**src/rtl/mem_bus_arbiter.sv**
```systemverilog
// Shares the single-port data memory between the CPU MEM stage and the UART DMA engine.
// A fixed-latency access FSM sequences each grant and produces the CPU stall for the hazard unit.
module mem_bus_arbiter #(
  parameter int MEM_LAT    = 1,
  parameter int STARVE_LIM = 4
) (
  input  logic        sysclk,
  input  logic        reset,
  input  logic        cpu_req,
  input  logic        cpu_we,
  input  logic [31:0] cpu_addr,
  input  logic [31:0] cpu_wdata,
  output logic [31:0] cpu_rdata,
  output logic        cpu_ack,
  output logic        cpu_err,
  output logic        cpu_stall,
  input  logic        dma_req,
  input  logic        dma_we,
  input  logic [31:0] dma_addr,
  input  logic [31:0] dma_wdata,
  output logic [31:0] dma_rdata,
  output logic        dma_ack,
  output logic        dma_err,
  output logic        mem_rd,
  output logic        mem_wr,
  output logic [31:0] mem_addr,
  output logic [31:0] mem_wdata,
  input  logic [31:0] mem_rdata,
  output logic        busy
);

  typedef enum logic [1:0] {
    IDLE,
    ACCESS,
    RESP
  } state_t;

  localparam logic [3:0] LAT_LAST   = 4'(MEM_LAT - 1);
  localparam logic [3:0] STARVE_MAX = 4'(STARVE_LIM);

  state_t      state;
  logic        owner;
  logic [3:0]  lat_cnt;
  logic [3:0]  starve_cnt;
  logic        err_r;
  logic [31:0] rdata_r;
  logic [31:0] addr_r;
  logic [31:0] wdata_r;
  logic        we_r;

  logic        dma_win;
  logic        sel_we;
  logic [31:0] sel_addr;
  logic [31:0] sel_wdata;
  logic        misaligned;

  // DMA only beats a simultaneous CPU request once the CPU has starved it STARVE_LIM times
  always_comb begin
    dma_win    = dma_req & (~cpu_req | (starve_cnt == STARVE_MAX));
    sel_we     = dma_win ? dma_we    : cpu_we;
    sel_addr   = dma_win ? dma_addr  : cpu_addr;
    sel_wdata  = dma_win ? dma_wdata : cpu_wdata;
    misaligned = (sel_addr[1:0] != 2'b00);
  end

  always_ff @(posedge sysclk) begin
    if (reset) begin
      state      <= IDLE;
      owner      <= 1'b0;
      lat_cnt    <= 4'd0;
      starve_cnt <= 4'd0;
      err_r      <= 1'b0;
      rdata_r    <= 32'd0;
      addr_r     <= 32'd0;
      wdata_r    <= 32'd0;
      we_r       <= 1'b0;
      cpu_ack    <= 1'b0;
      dma_ack    <= 1'b0;
      mem_rd     <= 1'b0;
      mem_wr     <= 1'b0;
      busy       <= 1'b0;
    end else begin
      cpu_ack <= 1'b0;
      dma_ack <= 1'b0;
      case (state)
        IDLE: begin
          if (cpu_req | dma_req) begin
            owner   <= dma_win;
            addr_r  <= sel_addr;
            we_r    <= sel_we;
            wdata_r <= sel_wdata;
            busy    <= 1'b1;
            if (dma_win) begin
              starve_cnt <= 4'd0;
            end else if (dma_req && (starve_cnt != STARVE_MAX)) begin
              starve_cnt <= starve_cnt + 4'd1;
            end
            // Misaligned accesses never touch memory; they answer straight away with an error
            if (misaligned) begin
              err_r   <= 1'b1;
              rdata_r <= 32'd0;
              cpu_ack <= ~dma_win;
              dma_ack <= dma_win;
              state   <= RESP;
            end else begin
              err_r   <= 1'b0;
              lat_cnt <= 4'd0;
              mem_rd  <= ~sel_we;
              mem_wr  <= sel_we;
              state   <= ACCESS;
            end
          end
        end
        ACCESS: begin
          if (lat_cnt == LAT_LAST) begin
            rdata_r <= we_r ? 32'd0 : mem_rdata;
            mem_rd  <= 1'b0;
            mem_wr  <= 1'b0;
            cpu_ack <= ~owner;
            dma_ack <= owner;
            state   <= RESP;
          end else begin
            lat_cnt <= lat_cnt + 4'd1;
          end
        end
        RESP: begin
          busy  <= 1'b0;
          state <= IDLE;
        end
        default: begin
          mem_rd <= 1'b0;
          mem_wr <= 1'b0;
          busy   <= 1'b0;
          state  <= IDLE;
        end
      endcase
    end
  end

  assign cpu_rdata = cpu_ack ? rdata_r : 32'd0;
  assign dma_rdata = dma_ack ? rdata_r : 32'd0;
  assign cpu_err   = cpu_ack & err_r;
  assign dma_err   = dma_ack & err_r;
  assign mem_addr  = addr_r;
  assign mem_wdata = wdata_r;

  // Stall covers the whole wait, including cycles where DMA holds the bus
  assign cpu_stall = cpu_req & ~cpu_ack;

endmodule

```
**config.mk**
```make
export PLATFORM = sky130hd
export DESIGN_NAME = mem_bus_arbiter
export DESIGN_NICKNAME = d
export VERILOG_FILES = /design/src/rtl/mem_bus_arbiter.sv
export SDC_FILE = /design/constraint.sdc
export NUM_CORES = 1
export LEC_CHECK = 0
export BUFFER_PORTS_ARGS = -buffer_cell sky130_fd_sc_hd__buf_4
export CORE_AREA = 2 2 118 120
export DETAILED_ROUTE_END_ITERATION = 12
export DIE_AREA = 0 0 120 122
export HOLD_SLACK_MARGIN = 0.03
export MAX_ROUTING_LAYER = met4
export PLACE_DENSITY = 0.72
export SYNTH_ARGS = -nofsm -noshare
export SYNTH_HDL_FRONTEND = slang
export SYNTH_SLANG_ARGS = --single-unit
```
**constraint.sdc**
```tcl
create_clock -name sysclk -period 2.74 [get_ports sysclk]
set_clock_uncertainty 0.1 [all_clocks]
set_input_delay 0.274 -clock sysclk [delete_from_list [all_inputs] [get_ports sysclk]]
set_output_delay 0.274 -clock sysclk [all_outputs]
set_load 0.05 [all_outputs]
```
# Yosys cells after proc, flatten, opt, wreduce, memory -nomap -nowiden
# Index checks and enable logic that the tools add are counted.
# totals
ff_bits	114
inputBits	166
out_inout_bits	136
# op_classes
n_addsub	2
n_eq_ne	9
muxes	38
bitwise_logic	13
reduce_logical	13
# op_table
operator	n
two-way mux 32 bit	8
one-hot mux 32 bit (2 select lines)	1
two-way mux 4 bit	5
two-way mux 1 bit	14
AND reduction 4 bit	3
inequality test 2 bit, second input constant	5
adder 4 x 1 -> 4 bit, second input constant	2
one-hot mux 4 bit (2 select lines)	1
NOT 1 bit	7
two-way mux 2 bit	3
one-hot mux 1 bit (2 select lines)	3
one-hot mux 1 bit (3 select lines)	2
AND reduction 2 bit	3
nonzero test 2 bit	3
bitwise AND 1 bit	4
equality test 4 x 3 -> 1 bit, second input constant	1
logical NOT 4 bit	1
inequality test 4 x 3 -> 1 bit, second input constant	1
one-hot mux 2 bit (2 select lines)	1
AND reduction 3 bit	1
equality test 2 x 1 -> 1 bit, second input constant	1
equality test 2 bit, second input constant	1
logical NOT 2 bit	1
OR 1 bit	2
logical AND 1 bit	1

# Depth between registers and ports, before layout
# logic_depth
depth_word	8
mapped_depth	9
ltp_nobuf	7

# Worst setup path after synthesis
# OpenSTA, ideal clock, no wires.
# synth_timing
kind	register -> register
from	register starve_cnt[0]
to	register lat_cnt[1]
setup_ps	72
t_arrival_ps	1829
setup_slack_ps	740
path_stages_with_launch	9
n_path_buf	1
path_cell_list	dfxtp_1 -> inv_1 -> ha_1 -> nand3b_1 -> a21boi_1 -> buf_2 -> mux2_2 -> a21oi_1 -> mux2i_1
# synth_between
elab_chain_len	7
# synth_lines
element	line_no	source
start, declared	44	logic [3:0] starve_cnt;
start signal, assigned	96	starve_cnt <= starve_cnt + 4'd1;
equality test 4 x 3 -> 1 bit	59	dma_win = dma_req & (~cpu_req | (starve_cnt == STARVE_MAX));
OR 1 bit	59	
bitwise AND 1 bit	59	
two-way mux 32 bit	61	sel_addr = dma_win ? dma_addr : cpu_addr;
nonzero test 2 bit	63	misaligned = (sel_addr[1:0] != 2'b00);
inequality test 2 bit (no line)	-	
AND reduction 4 bit (no line)	-	
end signal, assigned	123	lat_cnt <= lat_cnt + 4'd1;
end, declared	43	logic [3:0] lat_cnt;
# No other way between the ends.
# A chain may end at the register's enable or synchronous reset.

# Worst setup path in the final report
# layout_timing
from	register starve_cnt[0]
to	register mem_wr
# layout_between
elab_chain_len	7
word_cells_on_any_way	11
# layout_lines
element	line_no	source
equality test 4 x 3 -> 1 bit (*)	59	
OR 1 bit (*)	59	
bitwise AND 1 bit (*)	59	
two-way mux 1 bit / two-way mux 32 bit (equally long branches)	60, 61	
two-way mux 1 bit / nonzero test 2 bit (equally long branches)	99, 63	
two-way mux 1 bit / inequality test 2 bit (equally long branches)	-	
one-hot mux 1 bit (3 select lines) / AND reduction 4 bit (equally long branches)	-	
end signal, assigned	109	mem_wr <= sel_we;
end, declared	25	output logic mem_wr,
# Every way passes the cells marked *; elsewhere a longest branch is shown, timed or not. The select of a mux whose other input is x is not followed.

==> metrics.md <==
| Metric | Value |
|---|---|
| Finished Cell Area | 8419 sq um |
| Multiplexer share of the synthesized area | 0.1322 |
| Final setup fails | 0 |
| Largest net degree at the start of global routing | 135 |
| DR vias | 5177 |
| CTS Sinks | 114 |
| Synth Area in Compound Gates | 0.1841 |
| Mean post-synth cell area | 9.553 sq um |
| GRT Total Usage | 0.2125 |
| # IOs | 302 |
| Sequential share of power | 0.353 |
| Outcome | completed |
| # placed instances | 983 |
| Clk_lat worst skew | 0.40 ns |
| Initial antenna violation count | 0 |
| Net Count, Synth | 710 |
| Critical Path RT | 2.97 ns |
| Core area | 13500 sq um |
| Largest family of logic cells by synthesized area | compound AO/OA/AOI/OAI gates |
| Layout cell share with drive strength beyond 1 | 0.3998 |
| Startpoint Class | flip-flop |
| Fmax | 412.7 MHz |
| Worst Path Class, Setup | reg2reg |
| PortBufs | 301 |
| CTS root buffer | clkbuf_16 |
| R2R setup slack | 0.32 ns |
| Final total power | 5.368 mW |
| Number of synthesized register bits | 114 |
| Yosys warns | 0 |
| Sw Share | 0.3095 |
| Fin cells | 1048 |
| Fin util | 0.6235 |
| Worst VDD drop | 0.3925 mV |
| Period minus WS final | 2.423 ns |
| CP Data Arrival Time | 2.65 ns |
| Cell Rows | 43 |
| Slew @ Worst Pin | 0.9275 ns |
| Number of synthesized flops with an enable pin | 0 |
| Clock tree buffer depth | 2 |
| CTS tree | yes |
| DIE HEIGHT | 122 microns |
| Top FF cell, synth | dfxtp_1 |
| Iter 0 DRT Violations | 172 |
| Synth Area in Simple Gates | 0.1836 |
| Setup TNS | 0 ns |
| Crit end category | flip-flop |
| Global-route wire length before repair | 24120 microns |
| Synth Area in Adders | 0.009702 |
| Max-slew headroom | 0.3808 |
| TritonRoute pass-1 iters | 4 |
| CTS Buf Count | 17 |
| Antenna diode count | 0 |
| Max Slew Vio Count | 0 |
| Vias per inst | 4.940 |
| Number of distinct library cells after synthesis | 41 |
| Routed WL | 15740 microns |
| Die W | 120 microns |
| Avg WL per Cell | 15.02 microns |
| Final Wtd Congestion | 0.7583 |
| Sw power | 1.661 mW |
| Ys async rst share | 0 |
| Worst-path clk slew | 0.05 ns |
| Layout net count | 1025 |
| Register area share after synthesis | 0.4424 |
| XOR/XNOR Fraction of Synth Area | 0 |
| H-tree levels | 4 |
| Area grow syn2layout | 63.21% |
| Worst-path fanout max | 38 |
| Final ANT Viol Nets | 0 |
| Initial core utilization | 0.3820 |
| PD cells | 637.5 nW/um^2 |
| Mapped Cells | 540 |
| Detailed Place HPWL | 11100 microns |
| Clock power share | 0.398 |
| Global route overflow | 0 |
| Comb power frac | 0.249 |
| RSZ-0062 raised after global routing | false |
| Area of the mapped netlist | 5159 sq um |
| Internal Power | 3.707 mW |
| Fin. Hold Viols | 0 |
| DR DRC count | 0 |
| Die Area | 14640 sq um |
| Worst min path class | in2reg |
| Number of global-route vias before repair | 4980 |
| Crit share post-route | 0.8844 |
| LEAKAGE | 3.864 nW |
| Setup bufs post-CTS | 0 |
| Max-cap violation count | 0 |
| Post-DP Area | 7496 sq um |
-- what timing repair did --
action                                  CTS  global route
endpoints found under the hold margin    32             0
hold buffers                             32             0
endpoints found under the setup margin    0            32
gates resized for setup                   0             1
-- final timing paths --
kind	from	cells past startpoint	end
hold reg to reg	err_r	2	err_r
hold / removal	cpu_wdata[10]	3	mem_wdata[10]
setup / recovery	starve_cnt[0]	8	mem_wr
setup reg to reg	starve_cnt[0]	8	mem_wr
-- sequential cells by signal, summed over array words and instances, names as in the netlist --
name	flops
mem_wr	1
mem_rd	1
mem_addr	32
owner	1
lat_cnt	4
rdata_r	32
state	2
busy	1
mem_wdata	32
cpu_ack	1
starve_cnt	4
we_r	1
dma_ack	1
err_r	1
-- Yosys cell counts (2+ instances only) --
| cell | n | area [sq um] |
|---|---|---|
| buf_2 | 6 | 30.03 |
| nand3b_1 | 3 | 22.52 |
| ha_1 | 4 | 50.05 |
| a21oi_1 | 10 | 50.05 |
| nor2_1 | 78 | 292.8 |
| a22oi_1 | 2 | 15.01 |
| nand2b_1 | 6 | 37.54 |
| or4_1 | 2 | 15.01 |
| o22ai_1 | 2 | 12.51 |
| nand3_1 | 2 | 10.01 |
| clkbuf_1 | 19 | 71.32 |
| nand2_1 | 6 | 22.52 |
| nor2b_1 | 3 | 18.77 |
| and2_1 | 67 | 419.2 |
| o21ai_0 | 4 | 20.02 |
| buf_1 | 9 | 33.78 |
| mux2i_1 | 67 | 670.6 |
| nand4_1 | 2 | 12.51 |
| buf_4 | 7 | 52.55 |
| a211oi_1 | 67 | 503.0 |
| dfxtp_1 | 114 | 2282 |
| nor3_1 | 4 | 20.02 |
| a22o_1 | 32 | 280.3 |
| inv_1 | 4 | 15.01 |
| buf_6 | 4 | 45.04 |
-- layout by cell type, fill, tap and decap left out, types with 2 or more instances in the layout --
| master | count |
|---|---|
| o22ai_1 | 2 |
| o21ai_0 | 4 |
| nor3_1 | 4 |
| clkinvlp_4 | 3 |
| nand2b_1 | 6 |
| clkbuf_16 | 17 |
| dlygate4sd3_1 | 32 |
| dfxtp_1 | 114 |
| a21oi_1 | 10 |
| o31ai_4 | 2 |
| clkinv_2 | 5 |
| nand3_1 | 2 |
| clkbuf_8 | 3 |
| clkbuf_1 | 2 |
| nand2_1 | 6 |
| a211oi_1 | 67 |
| inv_1 | 4 |
| or4_1 | 2 |
| nand4_1 | 2 |
| mux2i_1 | 67 |
| a22o_1 | 32 |
| bufinv_16 | 2 |
| nor2_1 | 78 |
| a22oi_1 | 2 |
| nor2b_1 | 3 |
| ha_1 | 4 |
| and2_1 | 67 |
| nand3b_1 | 3 |
| buf_4 | 307 |
-- metal layers --
layer / up-vias / track usage / routed length (microns)
li1: 2569 / - / -
met1: 2388 / 0.2399 / 6342
met2: 208 / 0.3654 / 8095
met3: 12 / 0.05290 / 1162
met4: 0 / 0.07721 / 141
met5: - / - / 0
-- worst max-delay path, stage by stage (launching register included) --
cell and delay, ns:
dfxtp_1 0.35, inv_1 0.08, ha_1 0.14, nand3b_1 0.17, a21boi_4 0.24, buf_4 0.53
mux2i_1 0.22, or4_1 0.42, o21ai_0 0.08
-- logic make-up after synthesis --
| logic type | Yosys count |
|---|---|
| multiplexers | 68 |
| buffers and inverters | 49 |
| AND/OR/NAND/NOR | 180 |
| flip-flops | 114 |
| AO/OA/AOI/OAI | 125 |
| adder cells (fa/ha/maj) | 4 |
-- through the flow --
| step | setup WS, ns | hold slack, ns |
|---|---|---|
| 2_1_floorplan | 0.7398 | 0.3066 |
| 3_3_place_gp | 0.3736 | 0.3560 |
| 3_5_place_dp | 0.1342 | 0.3664 |
| 4_1_cts | 0.1385 | 0.1026 |
| 5_1_grt | 0.1719 | 0.1149 |
| 6_report | 0.3168 | 0.1161 |
-- power groups by stage --
stage / clock [mW] / sequential (mW) / combinational, mW
global route: 2.28 / 1.91 / 1.42
global placement: 0 / 1.92 / 1.28
CTS: 2.19 / 1.89 / 1.34
finish: 2.14 / 1.89 / 1.34
detailed placement: 0 / 1.92 / 1.30
floorplan: 0 / 2.33 / 0.415
-- cell type report --
cell class | instances | area [sq um]
well taps | 180 | 225.2
clock buffers | 22 | 474.2
clock inverters | 10 | 107.6
inverters | 4 | 15.01
repair buffers | 340 | 2645
fillers | 1088 | 5085
multi-input cells | 378 | 2670
flip-flops and latches | 114 | 2282
No activity file was read; power rests on OpenSTA's default activity.
